$ cat config.mk
export PLATFORM = sky130hd
export DESIGN_NAME = bcd_seq_conv
export DESIGN_NICKNAME = d
export VERILOG_FILES = /design/src/rtl/bcd_pkg.sv /design/src/rtl/bcd_digit_adj.sv /design/src/rtl/bcd_seq_conv.sv
export SDC_FILE = /design/constraint.sdc
export NUM_CORES = 1
export LEC_CHECK = 0
export BUFFER_PORTS_ARGS = -buffer_cell sky130_fd_sc_hd__buf_2
export CAP_MARGIN = 10
export CORE_MARGIN = 5
export CORE_UTILIZATION = 40
export CTS_CLUSTER_DIAMETER = 40
export DETAILED_ROUTE_END_ITERATION = 16
export SETUP_SLACK_MARGIN = 0.3
export SLEW_MARGIN = 20
export SYNTH_ARGS = -nofsm -noshare
export SYNTH_HDL_FRONTEND = slang
export SYNTH_SLANG_ARGS = --single-unit
$ cat constraint.sdc
create_clock -name clk -period 1.6 [get_ports clk]
set_clock_uncertainty 0.1 [all_clocks]
set_input_delay 0.08 -clock clk [delete_from_list [all_inputs] [get_ports clk]]
set_output_delay 0.08 -clock clk [all_outputs]
set_load 0.03 [all_outputs]
$ cat src/rtl/bcd_pkg.sv
// Shared types and constants for the sequential binary-to-BCD converter.
package bcd_pkg;

    typedef enum logic [1:0] {
        IDLE,
        CONVERT,
        DONE
    } bcd_state_e;

    localparam logic [3:0] BCD_ADJ_THRESH = 4'd5;
    localparam logic [3:0] BCD_ADJ_ADD    = 4'd3;

    // Smallest digit count d with 10^d >= 2^width, i.e. ceil(width*log10(2)).
    function automatic int unsigned bcd_digits(input int unsigned width);
        longint unsigned pow10;
        longint unsigned limit;
        int unsigned     d;
        pow10 = 1;
        limit = longint'(1) << width;
        d     = 0;
        while (pow10 < limit) begin
            pow10 = pow10 * 10;
            d     = d + 1;
        end
        return d;
    endfunction

endpackage

$ cat src/rtl/bcd_digit_adj.sv
// Double-dabble digit correction: a BCD digit of 5 or more gets +3 before the shift.
module bcd_digit_adj
    import bcd_pkg::*;
(
    input  logic [3:0] digit_i,
    output logic [3:0] digit_o
);

    always_comb begin
        digit_o = digit_i;
        if (digit_i >= BCD_ADJ_THRESH) begin
            digit_o = digit_i + BCD_ADJ_ADD;
        end
    end

endmodule

$ cat src/rtl/bcd_seq_conv.sv
// Sequential binary-to-BCD converter (shift-and-add-3), one bit per cycle.
// Define BCD_SIGNED_EN for two's-complement input with a separate sign_o output.
module bcd_seq_conv
    import bcd_pkg::*;
#(
    parameter  int unsigned DATA_W = 8,
    localparam int unsigned DIGITS = bcd_digits(DATA_W)
) (
    input  logic                  clk,
    input  logic                  rst_n,
    input  logic                  start_i,
    input  logic [DATA_W-1:0]     bin_i,
    output logic                  busy_o,
    output logic                  done_o,
    output logic [4*DIGITS-1:0]   bcd_o
`ifdef BCD_SIGNED_EN
    ,
    output logic                  sign_o
`endif
);

    localparam int unsigned CNT_W = $clog2(DATA_W + 1);
    localparam int unsigned ACC_W = 4 * DIGITS;

    bcd_state_e        state_q, state_d;
    logic [ACC_W-1:0]  acc_q, acc_d, acc_adj;
    logic [ACC_W-1:0]  bcd_q, bcd_d;
    logic [DATA_W-1:0] sr_q, sr_d;
    logic [CNT_W-1:0]  cnt_q, cnt_d;
    logic              busy_q, busy_d;
    logic              done_q, done_d;
    logic [DATA_W-1:0] mag;

    for (genvar g = 0; g < DIGITS; g++) begin : g_adj
        bcd_digit_adj u_adj (
            .digit_i (acc_q[4*g +: 4]),
            .digit_o (acc_adj[4*g +: 4])
        );
    end

`ifdef BCD_SIGNED_EN
    logic sign_q, sign_d;

    // The most negative value negates to itself, which read unsigned is 2^(DATA_W-1).
    assign mag    = bin_i[DATA_W-1] ? -bin_i : bin_i;
    assign sign_o = sign_q;
`else
    assign mag    = bin_i;
`endif

    always_comb begin
        state_d = state_q;
        acc_d   = acc_q;
        sr_d    = sr_q;
        cnt_d   = cnt_q;
        busy_d  = busy_q;
        done_d  = 1'b0;
        bcd_d   = bcd_q;
`ifdef BCD_SIGNED_EN
        sign_d  = sign_q;
`endif
        case (state_q)
            IDLE: begin
                if (start_i) begin
                    sr_d    = mag;
                    acc_d   = '0;
                    cnt_d   = CNT_W'(DATA_W);
                    busy_d  = 1'b1;
                    state_d = CONVERT;
`ifdef BCD_SIGNED_EN
                    sign_d  = bin_i[DATA_W-1];
`endif
                end
            end
            CONVERT: begin
                {acc_d, sr_d} = {acc_adj[ACC_W-2:0], sr_q, 1'b0};
                cnt_d         = cnt_q - 1'b1;
                if (cnt_q == CNT_W'(1)) begin
                    state_d = DONE;
                end
            end
            DONE: begin
                bcd_d   = acc_q;
                done_d  = 1'b1;
                busy_d  = 1'b0;
                state_d = IDLE;
            end
            default: begin
                busy_d  = 1'b0;
                state_d = IDLE;
            end
        endcase
    end

    always_ff @(posedge clk or negedge rst_n) begin
        if (!rst_n) begin
            state_q <= IDLE;
            acc_q   <= '0;
            sr_q    <= '0;
            cnt_q   <= '0;
            busy_q  <= 1'b0;
            done_q  <= 1'b0;
            bcd_q   <= '0;
`ifdef BCD_SIGNED_EN
            sign_q  <= 1'b0;
`endif
        end else begin
            state_q <= state_d;
            acc_q   <= acc_d;
            sr_q    <= sr_d;
            cnt_q   <= cnt_d;
            busy_q  <= busy_d;
            done_q  <= done_d;
            bcd_q   <= bcd_d;
`ifdef BCD_SIGNED_EN
            sign_q  <= sign_d;
`endif
        end
    end

    assign busy_o = busy_q;
    assign done_o = done_q;
    assign bcd_o  = bcd_q;

endmodule

==> key figures, run 1 <==
Clock network
  • Clock Sinks: 40
  • CTS tree: built
  • CTS max path bufs: 2
  • Htree depth: 2
  • CTS clk-pin slew, worst paths: 0.08 ns
  • CTS Buf Count: 5
  • Root buf cell: clkbuf_8
  • Skew-Pair Late Insertion Delay: 0.30 ns

Synthesis
  • Distinct cell type count after synthesis: 34
  • Share of flip-flops with an asynchronous set or reset after synthesis: 100.0%
  • Compound-Gate Fraction of Synth Area: 22.24%
  • Cell taking the most area after synthesis: dfrtp_1
  • Mean post-synth cell area: 10.09 um^2
  • Syn_nets: 213
  • Mapped Cells: 194
  • Xor/xnor share of the synthesized area: 0.8946%
  • Post-Syn Area: 1958 um^2
  • Register bit count reported by yosys: 40
  • Largest cells by area after synthesis: dfrtp_1, nand2_1, ha_1
  • Post-synth EDFFs: 0
  • Ys Warns: 0
  • Post-Synth Adder-Cell Area: 5.112%
  • Post-synthesis sequential area ratio: 51.12%
  • Post-synth top area share: 51.12%
  • Primary FF master, synth: dfrtp_1
  • Synth Area in Simple Gates: 12.97%
  • Mux contribution to synthesized area: 0.5112%
  • Main combinational cell family by area after synthesis: compound AO/OA/AOI/OAI gates

Setup path
  • R2R Path Start: acc_q[1]$_DFFE_PN0P_
  • Critical-path cell list: inv_2 > ha_2 > nor2b_4 > o21a_2 > o32ai_2
  • Startpoint Class: register
  • Worst Setup SP: acc_q[1]$_DFFE_PN0P_
  • Buf+Inv Stages, Crit Path: 1
  • CP max FO: 4
  • Slowest cell on the critical path: dfrtp_1
  • Critical path class: reg2reg
  • CP required: 1.71 ns
  • Delay of the slowest critical-path stage: 0.40 ns
  • Top delay family on crit path: compound AO/OA/AOI/OAI gates
  • Crit. End Element: register
  • CP arrival: 1.45 ns

Layout
  • Synthesis-to-layout area growth: 39.04%
  • Antenna cells: 0
  • Layout cells sized above 1: 39.77%
  • Final net count: 277
  • Final core occ: 57.64%

Pwr
  • Clock share of power: 16.1%
  • Worst vdd ir: 876.1 uV
  • Pint: 0.003408 W
  • Pwr/cell area: 2070 nW/um^2
  • Comb pwr share: 53.1%
  • Switch share: 39.54%
  • P_leak: 1.276 nW
  • Flop pwr share: 30.8%
  • Sw power: 0.002229 W

Timing
  • Max_slew headroom: 64.95%
  • Fmax: 747.2 MHz
  • Least-Margin Pin Slew: 0.5257 ns
  • Setup repair after global routing missed its margin: true
  • Final min period: 1.338 ns
  • Final Hold Vio Count: 0
  • Final Max Tran Viols: 0
  • Setup violators final: 0
  • Tcrit/Tclk final: 83.64%
  • Final setup TNS: 0 ns

Routing
  • DR WL met2: 2.031 mm
  • Vias per inst: 5.012
  • Post-route ant nets: 0
  • Drt wl/cell: 13.90 um
  • M1 WL: 2.216 mm
  • Drt total wl: 4.533 mm
  • Met3 routed WL: 201 um
  • Total number of vias: 1,634
  • Drt initial violations: 81
  • Top Layer Used: met4
  • Drt drc: 0
  • Drt first pass iters: 4

Global routing
  • Initial antenna violation count: 0
  • GRT overflow: 0
  • Number of global-route vias before repair: 1,642
  • Largest net degree at the start of global routing: 41
  • Gr usage total: 14.88%
  • First-pass GRT wire length: 7.431 mm

Floorplan
  • Die Width: 79.97 um
  • Core footprint: 4723 um^2
  • IO Count: 25
  • Initial Util: 41.46%
  • Area of the die: 6394 um^2
  • Chip height: 79.97 um
  • Row cnt: 25

Run
  • Max-cap violations: 0

Place
  • Port Buf Inserts: 24
  • Final HPWL DP: 2.693 mm
  • Gp weighted congestion: 0.7294

Worst hold path
  • Hold Crit Class: in2reg
  • Hold Crit Start: start_i

Status
  • Status: completed
through the flow:
| step | total power [W] | worst slack [ns] | std cells | area [um^2] | hold WS (ns) |
|---|---|---|---|---|---|
| CTS | 0.005346 | 0.2378 | 317 | 2582 | 0.07779 |
| finish | 0.005636 | 0.2617 | 326 | 2723 | 0.08481 |
| global placement | 0.003917 | 0.1567 | 282 | 2162 | 0.07633 |
| floorplan | 0.003442 | 0.2698 | 194 | 1978 | -0.3156 |
| global route | 0.006058 | 0.2084 | 326 | 2723 | 0.08968 |
| detailed placement | 0.003954 | 0.1671 | 282 | 2162 | 0.07489 |
area by class of cell:
cell class                 count  area [um^2]
clock inverter                 1        30.03
multi-input combinational    129        964.7
inverter                      16        60.06
fill                         418         2001
sequential                    40         1003
clock buffer                   7        96.34
timing repair buffer          66        484.2
tap                           67        83.83
Yosys cell counts (5+ instances only):
library cell  number
a31oi_1            5
inv_1             16
dfrtp_1           40
nand2_1           29
a21oi_1            6
ha_1               8
nor2b_1           10
nand2b_1           5
o2111ai_1          6
nor2_1             7
o21ai_0           20
power groups by stage:
stage               sequential, W  clock [W]  combinational, W
floorplan                 0.00193          0           0.00152
global placement          0.00173          0           0.00218
detailed placement        0.00174          0           0.00222
CTS                       0.00172   0.000933           0.00270
global route              0.00179   0.000973           0.00329
finish                    0.00174   0.000908           0.00299
per-layer routing:
metal / GRT usage, % / vias to the layer above
met5: 0 / -
met4: 5.912 / 0
met3: 3.837 / 9
met2: 23.26 / 37
met1: 19.57 / 783
li1: - / 805
worst register-to-register path, delay by kind of cell, from the launching register on:
family,cells,cell delay (ns)
buffers and inverters,1,0.10
DFF,1,0.40
and+or+nand+nor,1,0.05
AOI/OAI and AO/OA,2,0.41
adders and majority gates,1,0.20
flip-flops by register name, indices dropped and copies added, names as in the netlist:
name     count
busy_o       1
state_q      2
cnt_q        4
acc_q       12
bcd_o       12
sr_q         8
done_o       1
timing repair:
action | in CTS | in global routing
hold endpoints to repair | 48 | 0
setup buffers | 17 | 8
pin swaps | 5 | 7
endpoints found under the setup margin | 21 | 31
resized for setup | 16 | 20
hold buffers | 9 | 0
gates cloned | 1 | 1
worst paths after layout:
path                                          end  slack [ns]  depth (start not counted)
max                          acc_q[4]$_DFFE_PN0P_        0.26                          5
min                            busy_o$_DFFE_PN0P_        0.08                          3
max reg2reg                  acc_q[4]$_DFFE_PN0P_        0.26                          5
min reg2reg                 bcd_o[10]$_DFFE_PN0P_        0.38                          2
max in group asynchronous  state_q[1]$_DFFE_PN0P_        0.74                          3
min in group asynchronous    bcd_o[2]$_DFFE_PN0P_        0.27                          3
cell usage in the layout (no fill, tap or decap), types with 4 or more instances in the layout:
| cell | netlist | routed |
|---|---|---|
| buf_2 | 3 | 24 |
| a21oi_1 | 6 | 6 |
| dlygate4sd3_1 | 0 | 9 |
| buf_6 | 3 | 5 |
| nor2_2 | 0 | 4 |
| clkbuf_8 | 0 | 7 |
| nor2b_1 | 10 | 5 |
| nand2_1 | 29 | 29 |
| inv_1 | 16 | 10 |
| nand2b_1 | 5 | 5 |
| o21ai_0 | 20 | 19 |
| buf_4 | 3 | 27 |
| o2111ai_1 | 6 | 5 |
| inv_2 | 0 | 6 |
| dfrtp_1 | 40 | 38 |
| a31oi_1 | 5 | 4 |
logic make-up after synthesis:
| group | after synthesis |
|---|---|
| AO/OA/AOI/OAI | 62 |
| AND/OR/NAND/NOR | 54 |
| flip-flops | 40 |
| buffers and inverters | 27 |
| adder cells (fa/ha/maj) | 8 |
| XOR/XNOR | 2 |
| multiplexers | 1 |
Note: power is estimated with default switching activity, not from simulation.
==> run 2: changes to the inputs <==
==> constraint.sdc (replaced) <==
create_clock -name clk -period 1.3 [get_ports clk]
set_clock_uncertainty 0.1 [all_clocks]
set_input_delay 0.065 -clock clk [delete_from_list [all_inputs] [get_ports clk]]
set_output_delay 0.065 -clock clk [all_outputs]
set_load 0.03 [all_outputs]
==> key figures, run 2 (synthesized netlist as in run 1, its figures left out) <==
Setup path
  • CP max FO: 11
  • Crit. End Element: register
  • CP arrival: 1.43 ns
  • Critical-path cell list: nor2b_4 > buf_12 > nand2b_1 > o211ai_1
  • CP required: 1.40 ns
  • Top delay family on crit path: flip-flops
  • Startpoint Class: register
  • Buf+Inv Stages, Crit Path: 1
  • Critical path class: reg2reg
  • Slowest cell on the critical path: dfrtp_2
  • Delay of the slowest critical-path stage: 0.49 ns

Pwr
  • Worst vdd ir: 1460 uV
  • Pint: 0.005040 W
  • Clock share of power: 13.7%
  • P_leak: 1.503 nW
  • Flop pwr share: 27.1%
  • Pwr/cell area: 2512 nW/um^2
  • Switch share: 38.44%
  • Comb pwr share: 59.2%
  • Sw power: 0.003147 W

Timing
  • Final Max Tran Viols: 0
  • Setup repair after global routing missed its margin: true
  • Max_slew headroom: 83.91%
  • Min Hold Slack: 0.1335 ns
  • Post-route worst setup slack: -0.03027 ns
  • Final setup TNS: -0.2180 ns
  • Final Hold Vio Count: 0
  • Fmax: 751.7 MHz
  • Least-Margin Pin Slew: 0.2414 ns
  • Final min period: 1.330 ns
  • Setup violators final: 14
  • Tcrit/Tclk final: 102.3%

Clock network
  • CTS max path bufs: 2
  • Clock Sinks: 40
  • CTS tree: built
  • CTS Buf Count: 5
  • CTS clk-pin slew, worst paths: 0.08 ns
  • Htree depth: 2
  • Skew-Pair Late Insertion Delay: 0.29 ns
  • Root buf cell: clkbuf_8

Global routing
  • Largest net degree at the start of global routing: 41
  • Gr usage total: 15.59%
  • First-pass GRT wire length: 7.790 mm
  • Number of global-route vias before repair: 1,711
  • GRT overflow: 0
  • Initial antenna violation count: 0

Routing
  • Total number of vias: 1,760
  • Drt first pass iters: 4
  • Drt drc: 0
  • Post-route ant nets: 0
  • Drt total wl: 5.135 mm
  • Vias per inst: 5.029
  • Drt wl/cell: 14.67 um
  • Drt initial violations: 84

Worst hold path
  • Hold Crit Class: in2reg

Layout
  • Synthesis-to-layout area growth: 66.45%
  • Layout cells sized above 1: 54.77%
  • Fill count: 346
  • FF/Latch Area: 1003 um^2
  • Most frequent cells in the layout: dfrtp_1, buf_4, buf_6
  • Final net count: 301
  • Antenna cells: 0
  • Multi-input logic area: 1121 um^2
  • Final core occ: 69.01%

Status
  • Status: complete, but fails checks
  • Failing checks: negative setup slack

Place
  • Final HPWL DP: 2.880 mm
  • Port Buf Inserts: 24
  • Gp weighted congestion: 0.7816

Floorplan
  • Initial Util: 41.46%
  • IO Count: 25
  • Core footprint: 4723 um^2
  • Chip height: 79.97 um
  • Row cnt: 25
  • Die Width: 79.97 um
  • Area of the die: 6394 um^2

Run
  • Max-cap violations: 0
-- run 2: path summary, 6_finish.rpt --
path	from	end	slack, ns	cells past startpoint
max	state_q[1]$_DFFE_PN0P_	acc_q[6]$_DFFE_PN0P_	-0.03	4
max reg2reg	state_q[1]$_DFFE_PN0P_	acc_q[6]$_DFFE_PN0P_	-0.03	4
min in group asynchronous	rst_n	bcd_o[0]$_DFFE_PN0P_	0.17	3
min	start_i	busy_o$_DFFE_PN0P_	0.13	3
min reg2reg	sr_q[7]$_DFFE_PN0P_	acc_q[0]$_DFFE_PN0P_	0.39	2
max in group asynchronous	rst_n	state_q[0]$_DFFE_PN0P_	0.69	3
-- run 2: through the flow --
stage / cell area, um^2 / setup WS [ns] / power, W / cells
floorplan: 2061 / -0.01908 / 0.004454 / 194
global placement: 2401 / -0.06372 / 0.005457 / 303
detailed placement: 2401 / -0.05356 / 0.005530 / 303
CTS: 2902 / -0.03278 / 0.007365 / 332
global route: 3259 / -0.1002 / 0.008754 / 350
finish: 3259 / -0.03027 / 0.008187 / 350
-- run 2: final cells by class --
class                      instances  area share [%]
sequential                        40           30.79
inverter                          16           1.843
multi-input combinational        129           34.40
timing repair buffer              90           26.53
clock inverter                     1          0.9213
clock buffer                       7           2.956
tap                               67           2.572
-- run 2: tightest hold or removal path, cell delays in order --
cell and delay [ns]:
buf_2 0.23, a21oi_2 0.11, nor2_4 0.08
-- run 2: power by group through the flow --
stage	Clock, W	Sequential [W]	Combinational, W
6_report	0.00112	0.00222	0.00484
5_1_grt	0.00120	0.00228	0.00528
4_1_cts	0.00115	0.00217	0.00404
3_5_place_dp	0	0.00212	0.00341
3_3_place_gp	0	0.00211	0.00334
2_1_floorplan	0	0.00238	0.00207
-- run 2: timing repair --
action,in CTS,in global routing
gates cloned,2,4
endpoints found under the setup margin,52,54
buffers inserted,10,14
hold endpoints to repair,48,0
resized for setup,55,54
pin swaps,5,19
hold buffers,9,0
-- run 2: routing by layer --
metal  global-route usage, %  share of wire [%]
met1                   20.71                 45
met2                   24.92                 49
met3                   3.386                3.5
met4                   5.574                2.4
met5                       0                  0
==> run 3: changes to the inputs <==
==> constraint.sdc (replaced) <==
create_clock -name clk -period 1.65 [get_ports clk]
set_clock_uncertainty 0.1 [all_clocks]
set_input_delay 0.0825 -clock clk [delete_from_list [all_inputs] [get_ports clk]]
set_output_delay 0.0825 -clock clk [all_outputs]
set_load 0.03 [all_outputs]
==> key figures, run 3 (synthesized netlist as in run 1, its figures left out) <==
Status
  • Status: completed

Layout
  • Multi-input logic area: 977.2 um^2
  • Synthesis-to-layout area growth: 33.42%
  • FF/Latch Area: 1002 um^2
  • Most frequent cells in the layout: dfrtp_1, nand2_1, buf_2
  • Layout cells sized above 1: 33.60%
  • Final net count: 266
  • Final instance area: 2613 um^2
  • Most common cell after layout, fill and taps aside: dfrtp_1
  • Antenna cells: 0
  • Fill count: 423

Clock network
  • Root buf cell: clkbuf_8
  • CTS Buf Count: 5
  • CTS clk-pin slew, worst paths: 0.07 ns
  • CTS max path bufs: 2
  • Skew-Pair Late Insertion Delay: 0.29 ns
  • CTS tree: built
  • Htree depth: 2
  • Clock Sinks: 40

Floorplan
  • IO Count: 25
  • Die Width: 79.97 um
  • Area of the die: 6394 um^2
  • Row cnt: 25
  • Initial Util: 41.46%
  • Core footprint: 4723 um^2
  • Chip height: 79.97 um

Routing
  • Drt wl/cell: 13.63 um
  • Post-route ant nets: 0
  • Drt first pass iters: 4
  • Top Layer Used: met4
  • Total number of vias: 1,560
  • Drt total wl: 4.279 mm
  • DR WL met2: 2.002 mm
  • M1 WL: 2.003 mm
  • Drt drc: 0
  • Vias per inst: 4.968
  • Met3 routed WL: 208 um
  • Drt initial violations: 60

Setup path
  • CP required: 1.74 ns
  • Delay of the slowest critical-path stage: 0.40 ns
  • Crit. End Element: register
  • Critical path class: reg2reg
  • Startpoint Class: register
  • Critical-path cell list: inv_4 > ha_4 > nor2b_4 > o21a_1 > o32ai_2
  • CP max FO: 4
  • CP arrival: 1.46 ns
  • Buf+Inv Stages, Crit Path: 1
  • Top delay family on crit path: compound AO/OA/AOI/OAI gates
  • Slowest cell on the critical path: dfrtp_1

Place
  • Gp weighted congestion: 0.7078
  • Final HPWL DP: 2.513 mm
  • Port Buf Inserts: 24
  • Placed Area: 2140 um^2

Worst hold path
  • Hold Crit Class: in2reg

Global routing
  • First-pass GRT wire length: 7.279 mm
  • Number of global-route vias before repair: 1,556
  • Largest net degree at the start of global routing: 41
  • GRT overflow: 0
  • Initial antenna violation count: 0
  • Gr usage total: 14.69%

Timing
  • Setup repair after global routing missed its margin: true
  • Final Max Tran Viols: 0
  • Fmax: 731.2 MHz
  • Tcrit/Tclk final: 82.88%
  • Final Hold Vio Count: 0
  • Max_slew headroom: 66.72%
  • Setup violators final: 0
  • Final min period: 1.368 ns
  • Least-Margin Pin Slew: 0.4992 ns
  • Final setup TNS: 0 ns

Pwr
  • P_leak: 1.219 nW
  • Worst vdd ir: 842.3 uV
  • Pwr/cell area: 1965 nW/um^2

Run
  • Max-cap violations: 0
## run 3: cell count changes in the layout (fill, tap and decap cells not counted), moves of 4 or more
cell | previous run | this run
buf_4 | 38 | 18
buf_2 | 10 | 24
o21ai_1 | 14 | 1
nand2_1 | 13 | 29
o21ai_2 | 6 | 1
nand2_4 | 5 | 0
buf_6 | 27 | 4
nor2_1 | 3 | 7
nand2_2 | 11 | 0
o21ai_0 | 1 | 19
## run 3: power breakdown
part	internal, W	switching, W
combinational	0.00128	0.00149
sequential	0.00138	0.000282
clock	0.000372	0.000321
total	0.00304	0.00209
## run 3: worst reg2reg max path, cell delays in order, from the launching register on
cell and delay [ns]:
dfrtp_1 0.40, inv_4 0.07, ha_4 0.16, nor2b_4 0.12
o21a_1 0.21, o32ai_2 0.21
## run 3: path summary, 6_finish.rpt
kind,startpoint,endpoint,slack (ns),cells past startpoint
worst max-delay path,acc_q[1]$_DFFE_PN0P_,acc_q[4]$_DFFE_PN0P_,0.28,5
worst min-delay path,start_i,busy_o$_DFFE_PN0P_,0.09,3
worst max register to register,acc_q[1]$_DFFE_PN0P_,acc_q[4]$_DFFE_PN0P_,0.28,5
worst min register to register,bcd_o[5]$_DFFE_PN0P_,bcd_o[5]$_DFFE_PN0P_,0.37,2
max in group asynchronous,rst_n,state_q[0]$_DFFE_PN0P_,0.80,3
min in group asynchronous,rst_n,bcd_o[6]$_DFFE_PN0P_,0.28,3
## run 3: per-stage QoR
step                      total power, W  utilization, %  hold WS [ns]  cells  setup slack [ns]
after floorplan                 0.003291               -       -0.3131    194            0.2964
after global placement          0.003734           45.30       0.07525    281            0.1787
after detailed placement        0.003750           45.30       0.07767    281            0.1405
after CTS                       0.004927           53.48       0.07275    310            0.2869
after global routing            0.005567           55.31        0.1388    314            0.2243
final                           0.005133           55.31       0.09460    314            0.2825
## run 3: cell type report
class	instances	area share [%]
timing repair buffer	55	14.94
multi-input combinational	129	37.40
inverter	16	2.395
clock buffer	7	3.688
sequential	40	38.36
tap	67	3.209
## run 3: layer usage
| metal | global-route usage, % | up-vias |
|---|---|---|
| met4 | 5.068 | 0 |
| met2 | 24.42 | 38 |
| met3 | 3.725 | 6 |
| met5 | 0 | - |
| met1 | 18.43 | 733 |
| li1 | - | 783 |
## run 3: what timing repair did
| action | in CTS | in global routing |
|---|---|---|
| hold buffers | 9 | 0 |
| buffers inserted | 11 | 4 |
| endpoints found under the hold margin | 48 | 0 |
| setup endpoints to repair | 12 | 19 |
| pin swaps | 9 | 9 |
| gates cloned | 2 | 0 |
| gates resized for setup | 22 | 14 |
